$ cat src/rtl/fixed_point_divider_if.sv
// Start/busy/done handshake bundle between divider control and the divider.
// Control (master) launches a divide with operands; divider (slave) returns quotient and status flags.
interface fixed_point_divider_if #(
  parameter int N = 32
);
  logic         start;
  logic [N-1:0] a;
  logic [N-1:0] b;
  logic         busy;
  logic         done;
  logic [N-1:0] out;
  logic         ovf;
  logic         dz;

  modport master (
    output start, a, b,
    input  busy, done, out, ovf, dz
  );

  modport slave (
    input  start, a, b,
    output busy, done, out, ovf, dz
  );
endinterface

$ cat src/rtl/fixed_point_divider.sv
// Signed Q-format restoring divider, one quotient bit per cycle; done after N+Q+1 edges (1 for b=0).
// Start is ignored while busy; results hold until the next done pulse.
module fixed_point_divider #(
  parameter int Q = 20,
  parameter int N = 32
) (
  input  logic                  clk,
  input  logic                  rst_n,
  fixed_point_divider_if.slave  bus
);
  localparam int W  = N + Q;
  localparam int CW = $clog2(W + 1);

  typedef enum logic [1:0] {IDLE, CALC, FIX} state_t;

  state_t         r_state;
  state_t         w_next;
  logic [CW-1:0]  r_cnt;
  logic [N:0]     r_rem;
  logic [W-1:0]   r_dq;
  logic [N-1:0]   r_bmag;
  logic           r_sign;
  logic           r_asign;
  logic           r_dz;
  logic [N-1:0]   r_out;
  logic           r_ovf;
  logic           r_dz_out;
  logic           r_done;

  logic           w_b_zero;
  logic [N-1:0]   w_amag;
  logic [N-1:0]   w_bmag;
  logic [N:0]     w_shift;
  logic [N:0]     w_diff;
  logic           w_ge;
  logic [N-1:0]   w_res_out;
  logic           w_res_ovf;

  assign w_b_zero = (bus.b == '0);
  assign w_amag   = bus.a[N-1] ? ('0 - bus.a) : bus.a;
  assign w_bmag   = bus.b[N-1] ? ('0 - bus.b) : bus.b;

  // r_dq holds the unconsumed dividend bits at the top and collects quotient bits at the bottom.
  assign w_shift  = {r_rem[N-1:0], r_dq[W-1]};
  assign w_diff   = w_shift - {1'b0, r_bmag};
  assign w_ge     = (w_shift >= {1'b0, r_bmag});

  always_comb begin
    w_next = r_state;
    case (r_state)
      IDLE:    if (bus.start) w_next = w_b_zero ? FIX : CALC;
      CALC:    if (r_cnt == CW'(1)) w_next = FIX;
      FIX:     w_next = IDLE;
      default: w_next = IDLE;
    endcase
  end

  always_comb begin
    w_res_out = '0;
    w_res_ovf = 1'b0;
    if (r_dz) begin
      w_res_out = r_asign ? {1'b1, {(N-1){1'b0}}} : {1'b0, {(N-1){1'b1}}};
    end else if (!r_sign) begin
      w_res_ovf = |r_dq[W-1:N-1];
      w_res_out = w_res_ovf ? {1'b0, {(N-1){1'b1}}} : r_dq[N-1:0];
    end else begin
      // Magnitude 2^(N-1) is still representable as the most negative value.
      w_res_ovf = (|r_dq[W-1:N]) || (r_dq[N-1] && (|r_dq[N-2:0]));
      w_res_out = w_res_ovf ? {1'b1, {(N-1){1'b0}}} : ('0 - r_dq[N-1:0]);
    end
  end

  always_ff @(posedge clk or negedge rst_n) begin
    if (!rst_n) begin
      r_state  <= IDLE;
      r_cnt    <= '0;
      r_rem    <= '0;
      r_dq     <= '0;
      r_bmag   <= '0;
      r_sign   <= 1'b0;
      r_asign  <= 1'b0;
      r_dz     <= 1'b0;
      r_out    <= '0;
      r_ovf    <= 1'b0;
      r_dz_out <= 1'b0;
      r_done   <= 1'b0;
    end else begin
      r_state <= w_next;
      r_done  <= 1'b0;
      case (r_state)
        IDLE: begin
          if (bus.start) begin
            r_dq    <= {w_amag, {Q{1'b0}}};
            r_rem   <= '0;
            r_bmag  <= w_bmag;
            r_sign  <= bus.a[N-1] ^ bus.b[N-1];
            r_asign <= bus.a[N-1];
            r_dz    <= w_b_zero;
            r_cnt   <= CW'(W);
          end
        end
        CALC: begin
          r_rem <= w_ge ? w_diff : w_shift;
          r_dq  <= {r_dq[W-2:0], w_ge};
          r_cnt <= r_cnt - CW'(1);
        end
        FIX: begin
          r_out    <= w_res_out;
          r_ovf    <= w_res_ovf;
          r_dz_out <= r_dz;
          r_done   <= 1'b1;
        end
        default: ;
      endcase
    end
  end

  assign bus.busy = (r_state != IDLE);
  assign bus.done = r_done;
  assign bus.out  = r_out;
  assign bus.ovf  = r_ovf;
  assign bus.dz   = r_dz_out;
endmodule

$ cat src/flat_wrapper.sv
// flat-port wrapper written by rule: the top's interface ports become plain ports
module fixed_point_divider_flat 
#(
  parameter int Q = 20,
  parameter int N = 32
)
  (clk, rst_n, bus_start, bus_a, bus_b, bus_busy, bus_done, bus_out, bus_ovf, bus_dz);
  fixed_point_divider_if #(.N(N)) bus_i ();
  input  logic clk;
  input  logic rst_n;
  input wire logic [$bits(bus_i.start)-1:0] bus_start;
  input wire logic [$bits(bus_i.a)-1:0] bus_a;
  input wire logic [$bits(bus_i.b)-1:0] bus_b;
  output wire logic [$bits(bus_i.busy)-1:0] bus_busy;
  output wire logic [$bits(bus_i.done)-1:0] bus_done;
  output wire logic [$bits(bus_i.out)-1:0] bus_out;
  output wire logic [$bits(bus_i.ovf)-1:0] bus_ovf;
  output wire logic [$bits(bus_i.dz)-1:0] bus_dz;
  assign bus_i.start = bus_start;
  assign bus_i.a = bus_a;
  assign bus_i.b = bus_b;
  assign bus_busy = bus_i.busy;
  assign bus_done = bus_i.done;
  assign bus_out = bus_i.out;
  assign bus_ovf = bus_i.ovf;
  assign bus_dz = bus_i.dz;
  fixed_point_divider #(.Q(Q), .N(N)) u_core (.clk(clk), .rst_n(rst_n), .bus(bus_i));
endmodule
$ cat config.mk
export PLATFORM = sky130hd
export DESIGN_NAME = fixed_point_divider_flat
export DESIGN_NICKNAME = d
export VERILOG_FILES = /design/src/rtl/fixed_point_divider_if.sv /design/src/rtl/fixed_point_divider.sv /design/src/flat_wrapper.sv
export SDC_FILE = /design/constraint.sdc
export NUM_CORES = 1
export LEC_CHECK = 0
export CORE_MARGIN = 10
export CORE_UTILIZATION = 55
export DETAILED_ROUTE_END_ITERATION = 10
export GPL_TIMING_DRIVEN = 0
export HOLD_SLACK_MARGIN = 0.1
export PLACE_DENSITY = 0.75
export SETUP_SLACK_MARGIN = 0.5
export SYNTH_ARGS = -nofsm -noshare
export SYNTH_HDL_FRONTEND = slang
export SYNTH_SLANG_ARGS = --single-unit
$ cat constraint.sdc
create_clock -name clk -period 3.9 [get_ports clk]
set_clock_uncertainty 0.15 [all_clocks]
set_input_delay 1.17 -clock clk [delete_from_list [all_inputs] [get_ports clk]]
set_output_delay 1.17 -clock clk [all_outputs]
set_load 0.02 [all_outputs]
==> impl_metrics.csv <==
group,metric,value,unit
synth,syn_inst,1258,
timing,rsz0062_at_grt,"yes",
critical_path,crit_family,"simple AND/OR/NAND/NOR gates",
die,core_area,0.0189,mm2
routing,wl,31800,um
critical_path,cp_cell_sequence,"buf_6, or3_4, or3_4, or3_4, or3_4, or4_4, nor4_4, a21oi_1, o21ai_1",
die,fp.dieH,159,um
critical_path,r2r-start,"u_core.r_dq[0]",
critical_path,crit_fanout,2,
routing,wl_met3,1940,um
routing,drtIter0Drc,752,
routing,wl_met2,15200,um
run_status,status,"finished, final reports clean",
critical_path,slowest_delay,0.46,ns
synth,ys_ff_latch,162,
place,port_buffers,102,
hold_path,min_to,"u_core.bus.ovf",
synth,synth_warnings,0,
hold_path,holdCritStartpoint,"u_core.bus.ovf",
critical_path,worstPathRequired,4.11,ns
grt,grt_max_degree,123,
cts,numCtsBuffers,17,
cells_and_area,drive_above_1_share,11.7,%
die,io_pins,103,
synth,avgSynthCellArea,8.45,um2
routing,wire_per_inst,18.9,um
critical_path,startpoint_type,"input port",
cts,clk_latency,0.44,ns
grt,grt_pass1_wl,51600,um
hold_path,hold_depth,2,
cells_and_area,antenna_cells,0,
die,die-area,0.0253,mm2
cells_and_area,fillers,1567,
routing,drc,0,
die,die_w,159,um
routing,routed.top_layer,"met4",
power,vdd_ir_drop_max,555,uV
cells_and_area,final-seq-area,0.00406,mm2
die,start_util,56.3,%
routing,vias_per_cell,6.10,
cts,clkTransAtPathRegs,0.07,ns
cells_and_area,area_delta_synth_final,23.6,%
timing,worst_pin_slew,0.916,ns
place,pre_cts_slack,-0.554,ns
timing,drv_slew,0,
synth,synth_nets,1363,
critical_path,critPathMostFrequentCell,"or3_4",
timing,min_period,3.45,ns
power,power_leakage,5.60,nW
cells_and_area,utilization,69.6,%
synth,synth_cell_type_count,78,
critical_path,ff2ff_path_depth,10,
critical_path,endpoint_kind,"flip-flop",
cells_and_area,final_nets,1515,
die,row_count,50,
timing,finalHoldViolCount,0,
routing,wl_met1,13600,um
timing,period_share,88.4,%
cts,cts_tree,"yes",
place,hpwl,23300,um
cts,root_buffer,"clkbuf_16",
grt,grt_overflow,0,
power,power,11.7,mW
critical_path,crit_arrival,3.66,ns
critical_path,worstReg2RegEnd,"u_core.bus.out[20]",
grt,grt_use_total,24.4,%
critical_path,critical_path.slowest_cell,"or4_4",
job,cap_violations,0,
synth,synth_edf_count,0,
cts,cts_buffer_depth,2,
grt,first_global_vias,9957,
cells_and_area,multiInputGateArea,0.00643,mm2
grt,antenna_found_initial,0,
critical_path,crit_buf_inv,1,
place,gp_congestion,0.916,
timing,max_freq,0.290,GHz
routing,vias,10300,
routing,antenna_left,0,
synth,syn_area,0.0106,mm2
hold_path,hold_class,"flip-flop to flip-flop",
critical_path,critical_path_class,"input port to flip-flop",
synth,seq_area_frac_synth,38.1,%
synth,synth_flop_cell,"dfrtp_1",
timing,slew_headroom,38.9,%
timing,setup_viol,0,
cts,h-tree-depth,4,
critical_path,reg2reg_slack,0.57,ns
routing,first_pass_iters,6,
timing,fin_ws,0.453,ns
cts,numClockSinks,162,
power,p_per_area,891,mW/mm2
synth,async_reset_ff_share,100,%
==> logic make-up (layout without fill, tap and decap cells) <==
family,Yosys count,count (layout),share of synthesized area (%)
AO/OA/AOI/OAI,415,415,24.7
XOR/XNOR,91,91,7.49
adder cells (fa/ha/maj),38,38,4.54
buffers and inverters,127,292,4.62
flip-flops,162,162,38.1
multiplexers,13,13,1.27
AND/OR/NAND/NOR,412,412,19.3
==> metrics by stage <==
stage / std cells / area (um2) / hold slack, ns / TNS [ns]
6_report: 1683 / 13200 / 0.325 / 0
5_1_grt: 1683 / 13200 / 0.354 / 0
4_1_cts: 1674 / 12900 / 0.327 / 0
3_5_place_dp: 1621 / 12100 / 0.311 / -4.45
3_3_place_gp: 1620 / 12000 / 0.313 / -833.50
2_1_floorplan: 1258 / 10700 / 0.300 / 0
==> cells in the mapped netlist (4+ instances only) <==
cell | instances | area, um2
nand2_1 | 177 | 664
dfrtp_1 | 162 | 4050
o21ai_0 | 159 | 796
a21oi_1 | 66 | 330
clkbuf_1 | 65 | 244
inv_1 | 54 | 203
nor2_1 | 48 | 180
xnor2_1 | 48 | 420
xor2_1 | 43 | 377
ha_1 | 37 | 463
nand3_1 | 36 | 180
o31ai_1 | 25 | 188
nor3_1 | 24 | 120
a22oi_1 | 19 | 143
a21o_1 | 18 | 135
or3_1 | 17 | 106
a22o_1 | 16 | 140
nand2b_1 | 16 | 100
o311ai_0 | 16 | 140
nor4_1 | 14 | 87.6
o211ai_1 | 14 | 105
or4_1 | 14 | 105
a31oi_1 | 13 | 81.3
mux2i_1 | 12 | 120
and3_1 | 10 | 62.6
o22ai_1 | 9 | 56.3
nand3b_1 | 8 | 60.1
or2_2 | 7 | 43.8
a211oi_1 | 6 | 45.0
a32oi_1 | 6 | 52.6
nand4_1 | 6 | 37.5
o41ai_1 | 6 | 52.6
a211o_1 | 5 | 43.8
nor2b_1 | 5 | 31.3
and2_1 | 4 | 25.0
o21a_1 | 4 | 30.0
o21ai_1 | 4 | 20.0
==> area by class of cell <==
cell class                 instances  area share, %
multi-input combinational        969           48.9
sequential                       162           30.8
timing repair buffer             133           9.51
clock buffer                      18           3.26
tap                              260           2.47
buffer                            73           2.35
inverter                          54           1.54
clock inverter                    14           1.16
==> how the worst max path moves through the flow <==
| stage | start | to | slack [ns] | cells past startpoint |
|---|---|---|---|---|
| floorplan | bus_a[10] | u_core.r_dq[49] | 0.23 | 8 |
| global placement | rst_n | u_core.r_dq[44] | -5.14 | 1 |
| detailed placement | bus_b[4] | u_core.r_state[0] | -0.55 | 8 |
| CTS | bus_a[11] | u_core.r_dq[49] | 0.34 | 9 |
| global route | bus_a[11] | u_core.r_dq[51] | 0.42 | 9 |
| finish | bus_a[11] | u_core.r_dq[51] | 0.45 | 9 |
==> cells in the final DEF, fill, tap and decap left out, types with 13 or more instances in the layout <==
cell type        instances
nor2_1                  43
o211ai_1                14
clkdlybuf4s50_1         63
a21o_1                  18
ha_1                    35
buf_4                   32
clkbuf_16               17
or3_1                   13
dlygate4sd2_1           17
xor2_1                  42
nor3_1                  18
o31ai_1                 20
o21ai_0                152
a31oi_1                 13
dfrtp_1                161
a21oi_1                 66
nand2b_1                15
nand3_1                 34
nand2_1                176
xnor2_1                 48
a22o_1                  16
a22oi_1                 19
clkbuf_1                59
inv_1                   52
==> flip-flops by register name, summed over array words and instances, names as in the netlist, 2 cells and up <==
| name | cells |
|---|---|
| u_core.r_state | 2 |
| u_core.r_bmag | 32 |
| u_core.r_cnt | 6 |
| u_core.bus.out | 32 |
| u_core.r_rem | 32 |
| u_core.r_dq | 52 |
==> per-layer routing <==
metal | up-vias | track usage [%]
met1 | 4906 | 31.0
li1 | 4900 | -
met4 | 0 | 9.35
met2 | 380 | 40.4
met5 | - | 0
met3 | 78 | 4.57
==> power breakdown <==
group          internal (mW)  switching, mW
clock                  0.950          0.739
sequential              2.42          0.620
combinational           2.83           4.15
==> repair_timing <==
| item | 4_1_cts | 5_1_grt |
|---|---|---|
| setup buffers | 21 | 9 |
| pin swaps | 25 | 26 |
| resized for setup | 97 | 61 |
| hold buffers | 0 | 0 |
| setup endpoints to repair | 53 | 57 |
==> worst min-delay path, stage by stage (launching register included) <==
cell	delay (ns)
dfrtp_1	0.35
nand2_1	0.05
nand2_1	0.05
(Power assumes the default switching activity.)
